## src/rtl/mem_lsu_pkg.sv

```systemverilog
// Shared types for the load/store unit: bus typedefs, access-size and FSM enums.
// Latency: n/a (types only).
// Backpressure: n/a.
package mem_lsu_pkg;

  // Default RAM depth in 32-bit words.
  localparam int LSU_DEPTH = 128;

  typedef logic [31:0] MemBus;      // one RAM data word
  typedef logic [31:0] MemAddrBus;  // byte address from the execute stage

  typedef enum logic [1:0] {
    BYTE = 2'b00,
    HALF = 2'b01,
    WORD = 2'b10,
    RSVD = 2'b11
  } lsu_size_e;

  typedef enum logic [1:0] {
    IDLE  = 2'b00,
    READ  = 2'b01,
    WRITE = 2'b10,
    RESP  = 2'b11
  } lsu_state_e;

endpackage

```

## src/rtl/mem_lsu_if.sv

```systemverilog
// Request/response channel between the execute stage (master) and the LSU (slave).
// Latency: n/a (wiring only).
// Backpressure: req side via req_ready_o, rsp side via rsp_ready_i.
// Signals: req_valid_i/req_ready_o handshake with we/size/unsigned/addr/wdata;
//          rsp_valid_o/rsp_ready_i handshake with rdata/err.
interface mem_lsu_if;
  import mem_lsu_pkg::*;

  logic      req_valid_i;
  logic      req_ready_o;
  logic      req_we_i;
  logic [1:0] req_size_i;
  logic      req_unsigned_i;
  MemAddrBus req_addr_i;
  MemBus     req_wdata_i;

  logic      rsp_valid_o;
  logic      rsp_ready_i;
  MemBus     rsp_rdata_o;
  logic      rsp_err_o;

  modport master (
    output req_valid_i, req_we_i, req_size_i, req_unsigned_i, req_addr_i, req_wdata_i,
    output rsp_ready_i,
    input  req_ready_o, rsp_valid_o, rsp_rdata_o, rsp_err_o
  );

  modport slave (
    input  req_valid_i, req_we_i, req_size_i, req_unsigned_i, req_addr_i, req_wdata_i,
    input  rsp_ready_i,
    output req_ready_o, rsp_valid_o, rsp_rdata_o, rsp_err_o
  );

endinterface

```

## src/rtl/mem_lsu_lane.sv

```systemverilog
// Byte-lane steering: merges store data into a RAM word and extracts/extends load data.
// Latency: purely combinational.
// Backpressure: none.
// Ports: i_word (RAM word), i_size, i_offset (addr[1:0]), i_unsigned, i_wdata (store data);
//        o_merged (word to write back), o_load (load result aligned to bit 0).
module mem_lsu_lane
  import mem_lsu_pkg::*;
(
  input  MemBus      i_word,
  input  lsu_size_e  i_size,
  input  logic [1:0] i_offset,
  input  logic       i_unsigned,
  input  MemBus      i_wdata,
  output MemBus      o_merged,
  output MemBus      o_load
);

  logic [7:0]  w_byte;
  logic [15:0] w_half;

  // Halves live in lane addr[1]; addr[0] is already zero for aligned halves.
  assign w_byte = i_word[{i_offset, 3'b000} +: 8];
  assign w_half = i_word[{i_offset[1], 4'b0000} +: 16];

  always_comb begin
    o_merged = i_word;
    o_load   = i_word;
    case (i_size)
      BYTE: begin
        o_merged[{i_offset, 3'b000} +: 8] = i_wdata[7:0];
        o_load = {{24{~i_unsigned & w_byte[7]}}, w_byte};
      end
      HALF: begin
        o_merged[{i_offset[1], 4'b0000} +: 16] = i_wdata[15:0];
        o_load = {{16{~i_unsigned & w_half[15]}}, w_half};
      end
      default: begin
        o_merged = i_wdata;
        o_load   = i_word;
      end
    endcase
  end

endmodule

```

## src/rtl/mem_lsu.sv

```systemverilog
// Load/store unit in front of a word-addressed RAM; does read-modify-write for sub-word stores.
// Latency: accept cycle T -> rsp_valid_o at T+1 (error), T+2 (load, word store), T+3 (sub-word store).
// Backpressure: one request in flight; req_ready_o only in IDLE, RESP held until rsp_ready_i.
// Ports: clk, rst (sync, active high), bus (mem_lsu_if.slave), RAM read/write ports mem_*.
// Config: define MEM_LSU_MISALIGN_ERR_EN to report misaligned half/word accesses as errors;
//         otherwise the low address bits are forced to alignment and the access proceeds.
module mem_lsu
  import mem_lsu_pkg::*;
#(
  parameter int DEPTH  = LSU_DEPTH,
  parameter int ADDR_W = $clog2(DEPTH)
) (
  input  logic              clk,
  input  logic              rst,
  mem_lsu_if.slave          bus,
  output logic [ADDR_W-1:0] mem_raddr_o,
  input  MemBus             mem_rdata_i,
  output logic [ADDR_W-1:0] mem_waddr_o,
  output MemBus             mem_wdata_o,
  output logic              mem_we_o
);

  localparam logic [32:0] ADDR_LIMIT = 33'(DEPTH) * 33'd4;

  lsu_state_e        r_state, w_next;
  logic              r_we, r_uns, r_err;
  lsu_size_e         r_size;
  logic [1:0]        r_off;
  logic [ADDR_W-1:0] r_idx;
  MemBus             r_wdata, r_rd;

  lsu_size_e  w_size;
  logic       w_accept, w_oor, w_misalign, w_err;
  logic [1:0] w_off;
  MemBus      w_merged, w_load;

  assign w_size   = lsu_size_e'(bus.req_size_i);
  assign w_accept = bus.req_valid_i && (r_state == IDLE);
  assign w_oor    = {1'b0, bus.req_addr_i} >= ADDR_LIMIT;

`ifdef MEM_LSU_MISALIGN_ERR_EN
  assign w_misalign = ((w_size == HALF) && bus.req_addr_i[0]) ||
                      ((w_size == WORD) && (bus.req_addr_i[1:0] != 2'b00));
  assign w_off      = bus.req_addr_i[1:0];
`else
  // Misalignment is silently truncated to the natural boundary.
  assign w_misalign = 1'b0;
  assign w_off      = (w_size == WORD) ? 2'b00 :
                      (w_size == HALF) ? {bus.req_addr_i[1], 1'b0} :
                                         bus.req_addr_i[1:0];
`endif

  assign w_err = (w_size == RSVD) || w_misalign || w_oor;

  mem_lsu_lane u_lane (
    .i_word     (r_rd),
    .i_size     (r_size),
    .i_offset   (r_off),
    .i_unsigned (r_uns),
    .i_wdata    (r_wdata),
    .o_merged   (w_merged),
    .o_load     (w_load)
  );

  always_ff @(posedge clk) begin
    if (rst) begin
      r_state <= IDLE;
      r_we    <= 1'b0;
      r_uns   <= 1'b0;
      r_err   <= 1'b0;
      r_size  <= BYTE;
      r_off   <= 2'b00;
      r_idx   <= '0;
      r_wdata <= '0;
      r_rd    <= '0;
    end else begin
      r_state <= w_next;
      if (w_accept) begin
        r_we    <= bus.req_we_i;
        r_uns   <= bus.req_unsigned_i;
        r_err   <= w_err;
        r_size  <= w_size;
        r_off   <= w_off;
        r_idx   <= bus.req_addr_i[ADDR_W+1:2];
        r_wdata <= bus.req_wdata_i;
      end
      if (r_state == READ) begin
        r_rd <= mem_rdata_i;
      end
    end
  end

  always_comb begin
    w_next          = r_state;
    bus.req_ready_o = 1'b0;
    bus.rsp_valid_o = 1'b0;
    bus.rsp_err_o   = 1'b0;
    bus.rsp_rdata_o = '0;
    mem_we_o        = 1'b0;
    case (r_state)
      IDLE: begin
        bus.req_ready_o = 1'b1;
        if (bus.req_valid_i) begin
          if (w_err)                                  w_next = RESP;
          else if (bus.req_we_i && (w_size == WORD))  w_next = WRITE;
          else                                        w_next = READ;
        end
      end
      READ: begin
        w_next = r_we ? WRITE : RESP;
      end
      WRITE: begin
        // Gated by rst so a reset landing here abandons the store cleanly.
        mem_we_o = !rst;
        w_next   = RESP;
      end
      RESP: begin
        bus.rsp_valid_o = 1'b1;
        bus.rsp_err_o   = r_err;
        bus.rsp_rdata_o = (r_we || r_err) ? '0 : w_load;
        if (bus.rsp_ready_i) w_next = IDLE;
      end
      default: w_next = IDLE;
    endcase
  end

  assign mem_raddr_o = r_idx;
  assign mem_waddr_o = r_idx;
  assign mem_wdata_o = w_merged;

endmodule

```

## src/flat_wrapper.sv

```systemverilog
// flat-port wrapper written by rule: the top's interface ports become plain ports
module mem_lsu_flat import mem_lsu_pkg::*;
#(
  parameter int DEPTH  = LSU_DEPTH,
  parameter int ADDR_W = $clog2(DEPTH)
)
  (clk, rst, mem_raddr_o, mem_rdata_i, mem_waddr_o, mem_wdata_o, mem_we_o, bus_req_valid_i, bus_req_we_i, bus_req_size_i, bus_req_unsigned_i, bus_req_addr_i, bus_req_wdata_i, bus_rsp_ready_i, bus_req_ready_o, bus_rsp_valid_o, bus_rsp_rdata_o, bus_rsp_err_o);
  mem_lsu_if bus_i ();
  input  logic clk;
  input  logic rst;
  output logic [ADDR_W-1:0] mem_raddr_o;
  input  MemBus mem_rdata_i;
  output logic [ADDR_W-1:0] mem_waddr_o;
  output MemBus mem_wdata_o;
  output logic mem_we_o;
  input wire logic [$bits(bus_i.req_valid_i)-1:0] bus_req_valid_i;
  input wire logic [$bits(bus_i.req_we_i)-1:0] bus_req_we_i;
  input wire logic [$bits(bus_i.req_size_i)-1:0] bus_req_size_i;
  input wire logic [$bits(bus_i.req_unsigned_i)-1:0] bus_req_unsigned_i;
  input wire logic [$bits(bus_i.req_addr_i)-1:0] bus_req_addr_i;
  input wire logic [$bits(bus_i.req_wdata_i)-1:0] bus_req_wdata_i;
  input wire logic [$bits(bus_i.rsp_ready_i)-1:0] bus_rsp_ready_i;
  output wire logic [$bits(bus_i.req_ready_o)-1:0] bus_req_ready_o;
  output wire logic [$bits(bus_i.rsp_valid_o)-1:0] bus_rsp_valid_o;
  output wire logic [$bits(bus_i.rsp_rdata_o)-1:0] bus_rsp_rdata_o;
  output wire logic [$bits(bus_i.rsp_err_o)-1:0] bus_rsp_err_o;
  assign bus_i.req_valid_i = bus_req_valid_i;
  assign bus_i.req_we_i = bus_req_we_i;
  assign bus_i.req_size_i = bus_req_size_i;
  assign bus_i.req_unsigned_i = bus_req_unsigned_i;
  assign bus_i.req_addr_i = bus_req_addr_i;
  assign bus_i.req_wdata_i = bus_req_wdata_i;
  assign bus_i.rsp_ready_i = bus_rsp_ready_i;
  assign bus_req_ready_o = bus_i.req_ready_o;
  assign bus_rsp_valid_o = bus_i.rsp_valid_o;
  assign bus_rsp_rdata_o = bus_i.rsp_rdata_o;
  assign bus_rsp_err_o = bus_i.rsp_err_o;
  mem_lsu #(.DEPTH(DEPTH), .ADDR_W(ADDR_W)) u_core (.clk(clk), .rst(rst), .bus(bus_i), .mem_raddr_o(mem_raddr_o), .mem_rdata_i(mem_rdata_i), .mem_waddr_o(mem_waddr_o), .mem_wdata_o(mem_wdata_o), .mem_we_o(mem_we_o));
endmodule
```

## config.mk

```make
export PLATFORM = sky130hd
export DESIGN_NAME = mem_lsu_flat
export DESIGN_NICKNAME = d
export VERILOG_FILES = /design/src/rtl/mem_lsu_pkg.sv /design/src/rtl/mem_lsu_if.sv /design/src/rtl/mem_lsu_lane.sv /design/src/rtl/mem_lsu.sv /design/src/flat_wrapper.sv
export SDC_FILE = /design/constraint.sdc
export NUM_CORES = 1
export LEC_CHECK = 0
export ABC_AREA = 1
export CORE_MARGIN = 2
export CORE_UTILIZATION = 48
export DETAILED_ROUTE_END_ITERATION = 10
export PLACE_DENSITY = 0.89
export SYNTH_ARGS = -nofsm -noshare
export SYNTH_HDL_FRONTEND = slang
export SYNTH_SLANG_ARGS = --single-unit
```

## constraint.sdc

```tcl
create_clock -name clk -period 4.15 [get_ports clk]
set_input_delay 1.245 -clock clk [delete_from_list [all_inputs] [get_ports clk]]
set_output_delay 1.245 -clock clk [all_outputs]
set_load 0.01 [all_outputs]
```

== Word level (Yosys, flattened, before mapping) ==
Index checks and enable logic that the tools add are counted.

* Word-level logic and storage cells: 56
* Bits of input ports: 104
* Register bits after elaboration: 80
* Output and inout bits: 82

* Reductions and logical operators: 8
* $add $sub $neg: 2
* Shift operators: 6
* Bitwise operators: 3
* Multiplexer cells: 18
* Magnitude comparators: 1
* Equality and inequality tests: 9

{| class="wikitable"
|+ Operators with widths
! cell !! number
|-
| one-hot mux 32 bit (2 select lines) || 2
|-
| bitwise mux 32 bit || 2
|-
| 2-to-1 mux 32 bit || 2
|-
| greater-or-equal comparator 32 x 10 -> 1 bit (second input constant) || 1
|-
| variable shift 16 x 7 -> 32 bit (first input constant) || 1
|-
| variable shift 8 x 7 -> 32 bit (first input constant) || 1
|-
| variable part select 16 x 7 -> 32 bit || 1
|-
| variable part select 32 x 6 -> 16 bit || 1
|-
| variable part select 32 x 6 -> 8 bit || 1
|-
| variable part select 8 x 7 -> 32 bit || 1
|-
| negation 5 -> 7 bit || 2
|-
| 2-to-1 mux 2 bit || 5
|-
| equality test 2 bit (second input constant) || 4
|-
| one-hot mux 2 bit (4 select lines) || 1
|-
| equality test 2 x 1 -> 1 bit (second input constant) || 3
|-
| 2-to-1 mux 1 bit || 6
|-
| logical NOT 2 bit || 2
|-
| != test 2 bit (second input constant) || 2
|-
| AND 1 bit || 2
|-
| logical AND 1 bit || 2
|-
| logical OR 1 bit || 2
|-
| AND reduction 2 bit || 1
|-
| logical NOT 1 bit || 1
|-
| inverter 1 bit || 1
|}

== Longest topological paths before layout ==
Gate-level depths: netlist (run 1).

* Word-level depth: 6
* Depth in mapped cells: 11
* Gate-level depth less buffers: 9

== Cells and area by module ==
From an unflattened synthesis (run 1), not the netlist that was laid out.

* Cells, all modules: 876
* Area total of the unflattened synthesis: 5178.7 um^2

{| class="wikitable"
|+ Modules (own cells, without submodules)
! module !! cells each !! sequential area each (um^2) !! instances !! area each (um^2)
|-
| mem_lsu || 468 || 1601.5 || 1 || 3274.4
|-
| mem_lsu_lane || 408 || 0.0 || 1 || 1904.3
|}

== Least setup slack after synthesis (run 1) ==
Ideal clock, no wire load.

* Kind: register to output
* From: register u_core.r_off[1]
* To: output port mem_wdata_o[21]
* Buffers on the path: 3
* Stages on the path, launching flop included: 10
* Path slack: 1.034 ns
* Data required time: 2.905 ns
* Arrival: 1.871 ns
* Cells stage by stage: dfxtp_1 > buf_4 > inv_2 > clkbuf_1 > ha_1 > buf_2 > nand2_1 > o21ai_0 > o21ai_0 > o21ai_0

* Cells in the longest elaborated chain, start to end: 4

{| class="wikitable"
|+ Ends and longest elaborated chain
! element !! RTL line !! text
|-
| start: declaration || mem_lsu.sv:28 || <nowiki>logic [1:0] r_off;</nowiki>
|-
| start signal: assignment || mem_lsu.sv:83 || <nowiki>r_off <= w_off;</nowiki>
|-
| negation 5 -> 7 bit, on equally long branches || mem_lsu_lane.sv:34, mem_lsu_lane.sv:30 ||
|-
| variable part select 16 x 7 -> 32 bit (tied with other cells) || mem_lsu_lane.sv:34 || <nowiki>o_merged[{i_offset[1], 4'b0000} +: 16] = i_wdata[15:0];</nowiki>
|-
| bitwise mux 32 bit, on equally long branches || mem_lsu_lane.sv:34, mem_lsu_lane.sv:30 ||
|-
| one-hot mux 32 bit (2 select lines) (*) || mem_lsu_lane.sv:28 || <nowiki>case (i_size)</nowiki>
|-
| end: declaration || flat_wrapper.sv:14 || <nowiki>output MemBus mem_wdata_o;</nowiki>
|}

Every way passes the cells marked *; elsewhere a longest branch is shown, timed or not.

== Worst setup path after layout (run 1) ==
* From: register u_core.r_off[1]
* To: output port mem_wdata_o[7]

Same word-level chain as after synthesis.

==> metrics.txt, run 1 <==
arrival time worst endpoint 2.73 ns; most numerous cell in the Yosys netlist nor2_1; RSZ-0062 raised after global routing false; sequential share of power 32.2%; Die Span Y 103 um; vias after detailed routing 5,660; GR Util All Layers 31.4%; post-synthesis sequential area ratio 33.8%; FF+latch count, synth 80; Tmin final 3.97 ns; Critical Path Sink mem_wdata_o[7]; EDFF count, synth 0; Pre-Repair DR Iteration Count 7; pwr dens 603 mW/mm^2; setup TNS 0 ns; largest net degree at the start of global routing 58; switching power 0.00180 W; top cell type's share of synthesized area 33.8%; Area growth, synth to finish 43.3%; top cells by area, synth dfxtp_1 (34%), o21ai_0 (15%), nor2_1 (12%); CP Launch Point u_core.r_off[1]; Initial Utilization 48.9%; Placer Congestion 0.999; Crit Path Class reg -> out; CTS Buf Count 9; Slew @ Worst Pin 1.03 ns; Post-DP HPWL 12.3 mm; post-cts hold buffer count 0; worst r2r path cells 8; antenna violations before repair 0; Hold Path Class reg -> reg; synth cell count leaders nor2_1 (146), o21ai_0 (141), nand2_1 (89), dfxtp_1 (80), a21oi_1 (49); number of port buffers 185; final period utilization 95.7%; Mapped Nets 836; Post-Synthesis Cells 723; IO Count 186; multi-input combinational cell area 0.00267 sq mm; P_leak 2.57 nW; Buf+Inv Stages, Crit Path 4; leading register cell type out of synthesis dfxtp_1; Mean Syn Cell Area 6.56 sq um; grt ovf 0; Final Util 70.2%; nets 989; Clk pwr share 16.1%; n_diodes 0; critical path startpoint category flip-flop; Switching Share 44.0%; worst path required time 2.90 ns; ratio of cells with drive above 1 in the final layout 6.70%; Crit path depth 8; post-CTS sizing 0; die area 0.0107 sq mm; combinational power share 51.7%; Synth area leader dfxtp_1; r2r startpoint u_core.r_state[1]; setup slack, reg-to-reg 1.91 ns; Finish-stage setup viols 0; max-slew violations 0; FP Rows 36; Total Power 0.00409 W; Syn Std Cell Area 0.00474 sq mm; routed len/inst 16.5 um; synth warn 0; CP cell instances inv_2 > ha_1 > inv_1 > nand4_1 > o21ai_2 > inv_1 > o22ai_1 > clkdlybuf4s50_1; Clock Latency Late Sink 0.35 ns; post-CTS setup buffer count 0; RR Endpoint u_core.r_state[0]; htree depth 3; CP Max Fanout 16; Fillers 837; outcome complete, no violations; Core ar. 0.00968 sq mm; crit path setup slack, layout 0.178 ns; Via density 5.59; most frequent CP cell inv_1; vias in the first global route 5,184; Die W 103 um; CP max stage cell clkdlybuf4s50_1; Yosys cell types 36; Initial DRC Count 471; clk_skew 0.00481 ns; register area 0.00160 sq mm; pre-CTS WS 0.444 ns; Worst path max stage delay 0.59 ns; Max-Cap Viols 0; DRC 0; CTS Buffer Depth 2; CTS Sinks 80; ys async rst share 0%; root buf cell clkbuf_8; total wire length 16.7 mm; first-pass GRT wire length 25.8 mm; Reg clk slew, reported paths 0.08 ns; FMAX 252 MHz; Rel. slew slack 30.9%; CTS tree built; Worst setup EP type output pin; Crit path max-delay family buffers and inverters; ANT nets after route 0; final hold violation count 0; Pint 0.00229 W; Worst VDD drop 0.547 mV
==> how the worst min path moves through the flow <==
stage	start	end	slack, ns	cells past startpoint
detailed placement	u_core.r_wdata[29]	u_core.r_wdata[29]	0.47	2
floorplan	u_core.r_wdata[12]	u_core.r_wdata[12]	0.44	2
finish	u_core.r_wdata[29]	u_core.r_wdata[29]	0.49	2
CTS	u_core.r_wdata[29]	u_core.r_wdata[29]	0.49	2
global placement	u_core.r_wdata[18]	u_core.r_wdata[18]	0.47	2
global route	u_core.r_rd[10]	u_core.r_rd[10]	0.52	2
==> kinds of logic after synthesis <==
kind of cell,after synthesis,share of synthesized area [%]
AOI/OAI and AO/OA,234,27.2
adders and majority gates,9,2.38
buffers and inverters,105,10.0
DFF,80,33.8
muxes,2,0.422
and+or+nand+nor,293,26.2
==> worst reg2reg max path: cells and delay by family (launching register included) <==
family,cells,cell delay [ns]
compound gates,2,0.24
flops,1,0.38
simple gates,3,0.26
buf+inv,2,0.90
fa+ha+maj,1,0.35
==> metrics by stage <==
step           area, sq um  hold slack, ns  instances
3_3_place_gp          6560           0.465        998
4_1_cts               6780           0.490       1013
3_5_place_dp          6560           0.471        998
2_1_floorplan         4740           0.444        723
6_report              6790           0.487       1013
5_1_grt               6790           0.517       1013
==> cells in the final DEF (no fill, tap or decap), drive strengths merged <==
master	n
o21a	1
a22o	1
inv	50
a41oi	1
nand3	26
o22ai	8
a31oi	1
nor2	160
mux2i	2
clkbuf	12
or2	2
a211oi	1
dfxtp	80
nand4	8
buf	9
o211ai	14
o221ai	8
a21oi	49
bufinv	2
o31ai	1
clkdlybuf4s50	185
nand2	97
ha	9
o21ai	146
clkinvlp	1
o2111ai	3
clkinv	3
==> layout make-up <==
| type | instances | area share, % |
|---|---|---|
| multi-input combinational | 538 | 39.3 |
| timing repair buffer | 194 | 28.4 |
| sequential | 80 | 23.6 |
| clock inverter | 3 | 0.958 |
| inverter | 53 | 3.00 |
| tap | 133 | 2.45 |
| clock buffer | 12 | 2.28 |
==> power by group through the flow <==
stage	Combinational [W]	Clock (W)	Sequential [W]
6_report	0.00211	0.000661	0.00132
5_1_grt	0.00232	0.000692	0.00134
4_1_cts	0.00209	0.000663	0.00130
3_5_place_dp	0.00207	0	0.00131
3_3_place_gp	0.00204	0	0.00131
2_1_floorplan	0.00127	0	0.00121
==> layer usage <==
metal,vias up,share of wire [%],GRT usage [%]
li1,2719,-,-
met1,2554,39,39.7
met2,348,47,51.3
met3,39,11,7.53
met4,0,3.2,13.0
met5,-,0,0
==> registers in the layout (all words and copies together), names as in the netlist <==
signal and cells:
u_core.r_off 2, u_core.r_size 2, u_core.r_we 1, u_core.mem_raddr_o 7, u_core.r_state 2, u_core.r_wdata 32, u_core.r_uns 1, u_core.r_err 1
u_core.r_rd 32
Note: power is estimated with default switching activity, not from simulation.
==> run 2, diff against run 1 <==
--- a/config.mk
+++ b/config.mk
@@ -7,9 +7,11 @@
 export LEC_CHECK = 0
 export ABC_AREA = 1
 export CORE_MARGIN = 2
-export CORE_UTILIZATION = 48
+export CORE_UTILIZATION = 49
 export DETAILED_ROUTE_END_ITERATION = 10
+export HOLD_SLACK_MARGIN = 0.08
 export PLACE_DENSITY = 0.89
 export SYNTH_ARGS = -nofsm -noshare
 export SYNTH_HDL_FRONTEND = slang
+export SYNTH_HIERARCHICAL = 1
 export SYNTH_SLANG_ARGS = --single-unit
==> metrics.txt, run 2 <==
FF+latch count, synth 80 (unchanged); top cell type's share of synthesized area 30.9% (-2.9 points); ANT nets after route 0 (unchanged); vias in the first global route 5,415 (+4.5%); outcome complete, no violations; ys async rst share 0% (unchanged); Die Span Y 107 um (+3.3%); CTS tree built; root buf cell clkbuf_8; Pre-Repair DR Iteration Count 8 (+1); GR Util All Layers 29.1% (-2.3 points); die area 0.0114 sq mm (+6.8%); Yosys cell types 30 (-17%); RR Endpoint u_core/r_state[0]; nets 1,138 (+15%); CTS Buf Count 9 (unchanged); Reg clk slew, reported paths 0.10 ns (+0.02 ns); Post-Synthesis Cells 876 (+21%); worst r2r path cells 7 (-1); Max-Cap Viols 0 (unchanged); Placer Congestion 0.957 (-4.3%); CP Launch Point u_core/r_size[0]; Hold Path Class reg -> reg; first-pass GRT wire length 26.6 mm (+2.8%); top cells by area, synth dfxtp_1 (31%), nor2_1 (17%), nand2_1 (15%); IO Count 186 (unchanged); htree depth 3 (unchanged); post-synthesis sequential area ratio 30.9% (-2.9 points); DRC 0 (unchanged); Finish-stage setup viols 0 (unchanged); worst path required time 2.90 ns (about the same); number of port buffers 185 (unchanged); clk_skew 0.0131 ns (+0.00825 ns); Post-DP HPWL 12.3 mm (+0.38%); pwr dens 589 mW/mm^2 (-2.2%); synth warn 6 (+6); r2r startpoint u_core/r_state[1]; RSZ-0062 raised after global routing false; Die W 107 um (+3.3%); most numerous cell in the Yosys netlist nor2_1; largest net degree at the start of global routing 81 (+40%); commonest non-fill, non-tap cell in the layout nor2_1; Tmin final 3.84 ns (-0.136 ns); Rel. slew slack 29.0% (-2.0 points); CP Max Fanout 18 (+2); routed len/inst 14.3 um (-13%); P_leak 3.09 nW (+20%); post-CTS sizing 0 (unchanged); grt ovf 0 (unchanged); EDFF count, synth 0 (unchanged); worst hold margin 0.489 ns (+0.00171 ns); leading register cell type out of synthesis dfxtp_1; CTS Sinks 80 (unchanged); Core ar. 0.0103 sq mm (+6.1%); Worst VDD drop 0.326 mV (-40%); FP Rows 37 (+2.8%); Via density 5.19 (-7.1%); Critical Path Sink bus_rsp_rdata_o[3]; Mean Syn Cell Area 5.91 sq um (-9.8%); Mapped Nets 989 (+18%); setup slack, reg-to-reg 2.10 ns (+0.19 ns); vias after detailed routing 6,054 (+7.0%); Crit Path Class reg -> out; Clock Latency Late Sink 0.36 ns (about the same); Slew @ Worst Pin 1.06 ns (+0.0285 ns); post-CTS setup buffer count 0 (unchanged); Initial Utilization 50.4% (+1.4 points); most frequent cells in the layout nor2_1 (230), nand2_1 (208), clkdlybuf4s50_1 (185); Synth area leader dfxtp_1; Worst setup EP type output pin; Fillers 964 (+15%); synth cell count leaders nor2_1 (230), nand2_1 (208), o21ai_0 (95), inv_1 (83), dfxtp_1 (80); Syn Std Cell Area 0.00518 sq mm (+9.3%); n_diodes 0 (unchanged); Initial DRC Count 642 (+36%); max-slew violations 0 (unchanged); antenna violations before repair 0 (unchanged); critical path startpoint category flip-flop; post-cts hold buffer count 0 (unchanged); arrival time worst endpoint 2.59 ns (-0.14 ns); final hold violation count 0 (unchanged); total wire length 16.7 mm (+0.33%); setup TNS 0 ns (unchanged); final period utilization 92.4% (-3.3 points); Area growth, synth to finish 38.2%; ratio of cells with drive above 1 in the final layout 4.37% (-2.3 points); FMAX 261 MHz (+3.5%); CTS Buffer Depth 2 (unchanged)
## run 2: cell types whose count changed after synthesis, moves of 8 or more
cell / before / now
a21oi_1: 49 / 7
inv_1: 47 / 83
o21ai_0: 141 / 95
nor2_2: 11 / 1
o221ai_1: 8 / 0
o22ai_1: 8 / 17
o211ai_1: 14 / 5
nor2_1: 146 / 230
nand3_1: 25 / 55
nand2_1: 89 / 208
## run 2: power by group
part / internal [W] / total, W / switching [W] / leakage, nW
Sequential: 0.00103 / 0.00134 / 0.000311 / 0.660
Clock: 0.000304 / 0.000622 / 0.000318 / 0.105
Combinational: 0.000929 / 0.00226 / 0.00133 / 2.33
Total: 0.00226 / 0.00422 / 0.00196 / 3.09
## run 2: metrics by stage
stage                     setup WS, ns  cell area [sq um]  util (%)  cells  power, W
after floorplan                   1.07               5180         -    876   0.00269
after global placement           0.605               6950      67.6   1150   0.00353
after detailed placement         0.558               6950      67.6   1150   0.00357
after CTS                        0.327               7160      69.7   1166   0.00419
after global routing             0.118               7160      69.7   1166   0.00453
final                            0.314               7160      69.7   1166   0.00422
## run 2: cells by family (layout without fill, tap and decap cells)
family | Yosys count | in the layout | share of synthesized area (%)
AND/OR/NAND/NOR | 517 | 517 | 41.2
buffers and inverters | 141 | 295 | 12.3
AO/OA/AOI/OAI | 129 | 129 | 13.4
flip-flops | 80 | 80 | 30.9
adder cells (fa/ha/maj) | 9 | 9 | 2.17
## run 2: worst min-delay path by stage
| stage | to | startpoint | cells past startpoint | slack (ns) |
|---|---|---|---|---|
| after global placement | u_core/r_wdata[17] | u_core/r_wdata[17] | 2 | 0.46 |
| after floorplan | u_core/r_wdata[31] | u_core/r_wdata[31] | 2 | 0.45 |
| after CTS | u_core/r_wdata[19] | u_core/r_wdata[19] | 2 | 0.49 |
| after global routing | u_core/r_wdata[31] | u_core/r_wdata[31] | 2 | 0.52 |
| after detailed placement | u_core/r_wdata[19] | u_core/r_wdata[19] | 2 | 0.47 |
| final | u_core/r_wdata[19] | u_core/r_wdata[19] | 2 | 0.49 |
## run 2: cell type report
cell class	instances	area [sq um]	share of cell area (%)
well taps	136	170	2.38
inverters	87	330	4.61
clock inverters	6	75.1	1.05
multi-input cells	655	2940	41.1
clock buffers	10	138	1.92
flip-flops and latches	80	1600	22.4
repair buffers	192	1900	26.6
## run 2: worst max-delay path, stage by stage, from the launching register on
cell	delay, ns
dfxtp_1	0.54
inv_4	0.10
nor2_8	0.31
inv_2	0.11
nand2_1	0.24
nand2_1	0.10
o211ai_1	0.10
inv_1	0.06
nor2_1	0.10
clkdlybuf4s50_1	0.57
## run 2: routing by layer
| layer | vias up | GRT usage [%] | wire, um |
|---|---|---|---|
| met5 | - | 0 | 0 |
| met4 | 0 | 9.83 | 416 |
| met3 | 31 | 4.68 | 1440 |
| met2 | 303 | 49.2 | 7870 |
| met1 | 2698 | 37.6 | 7000 |
| li1 | 3022 | - | - |
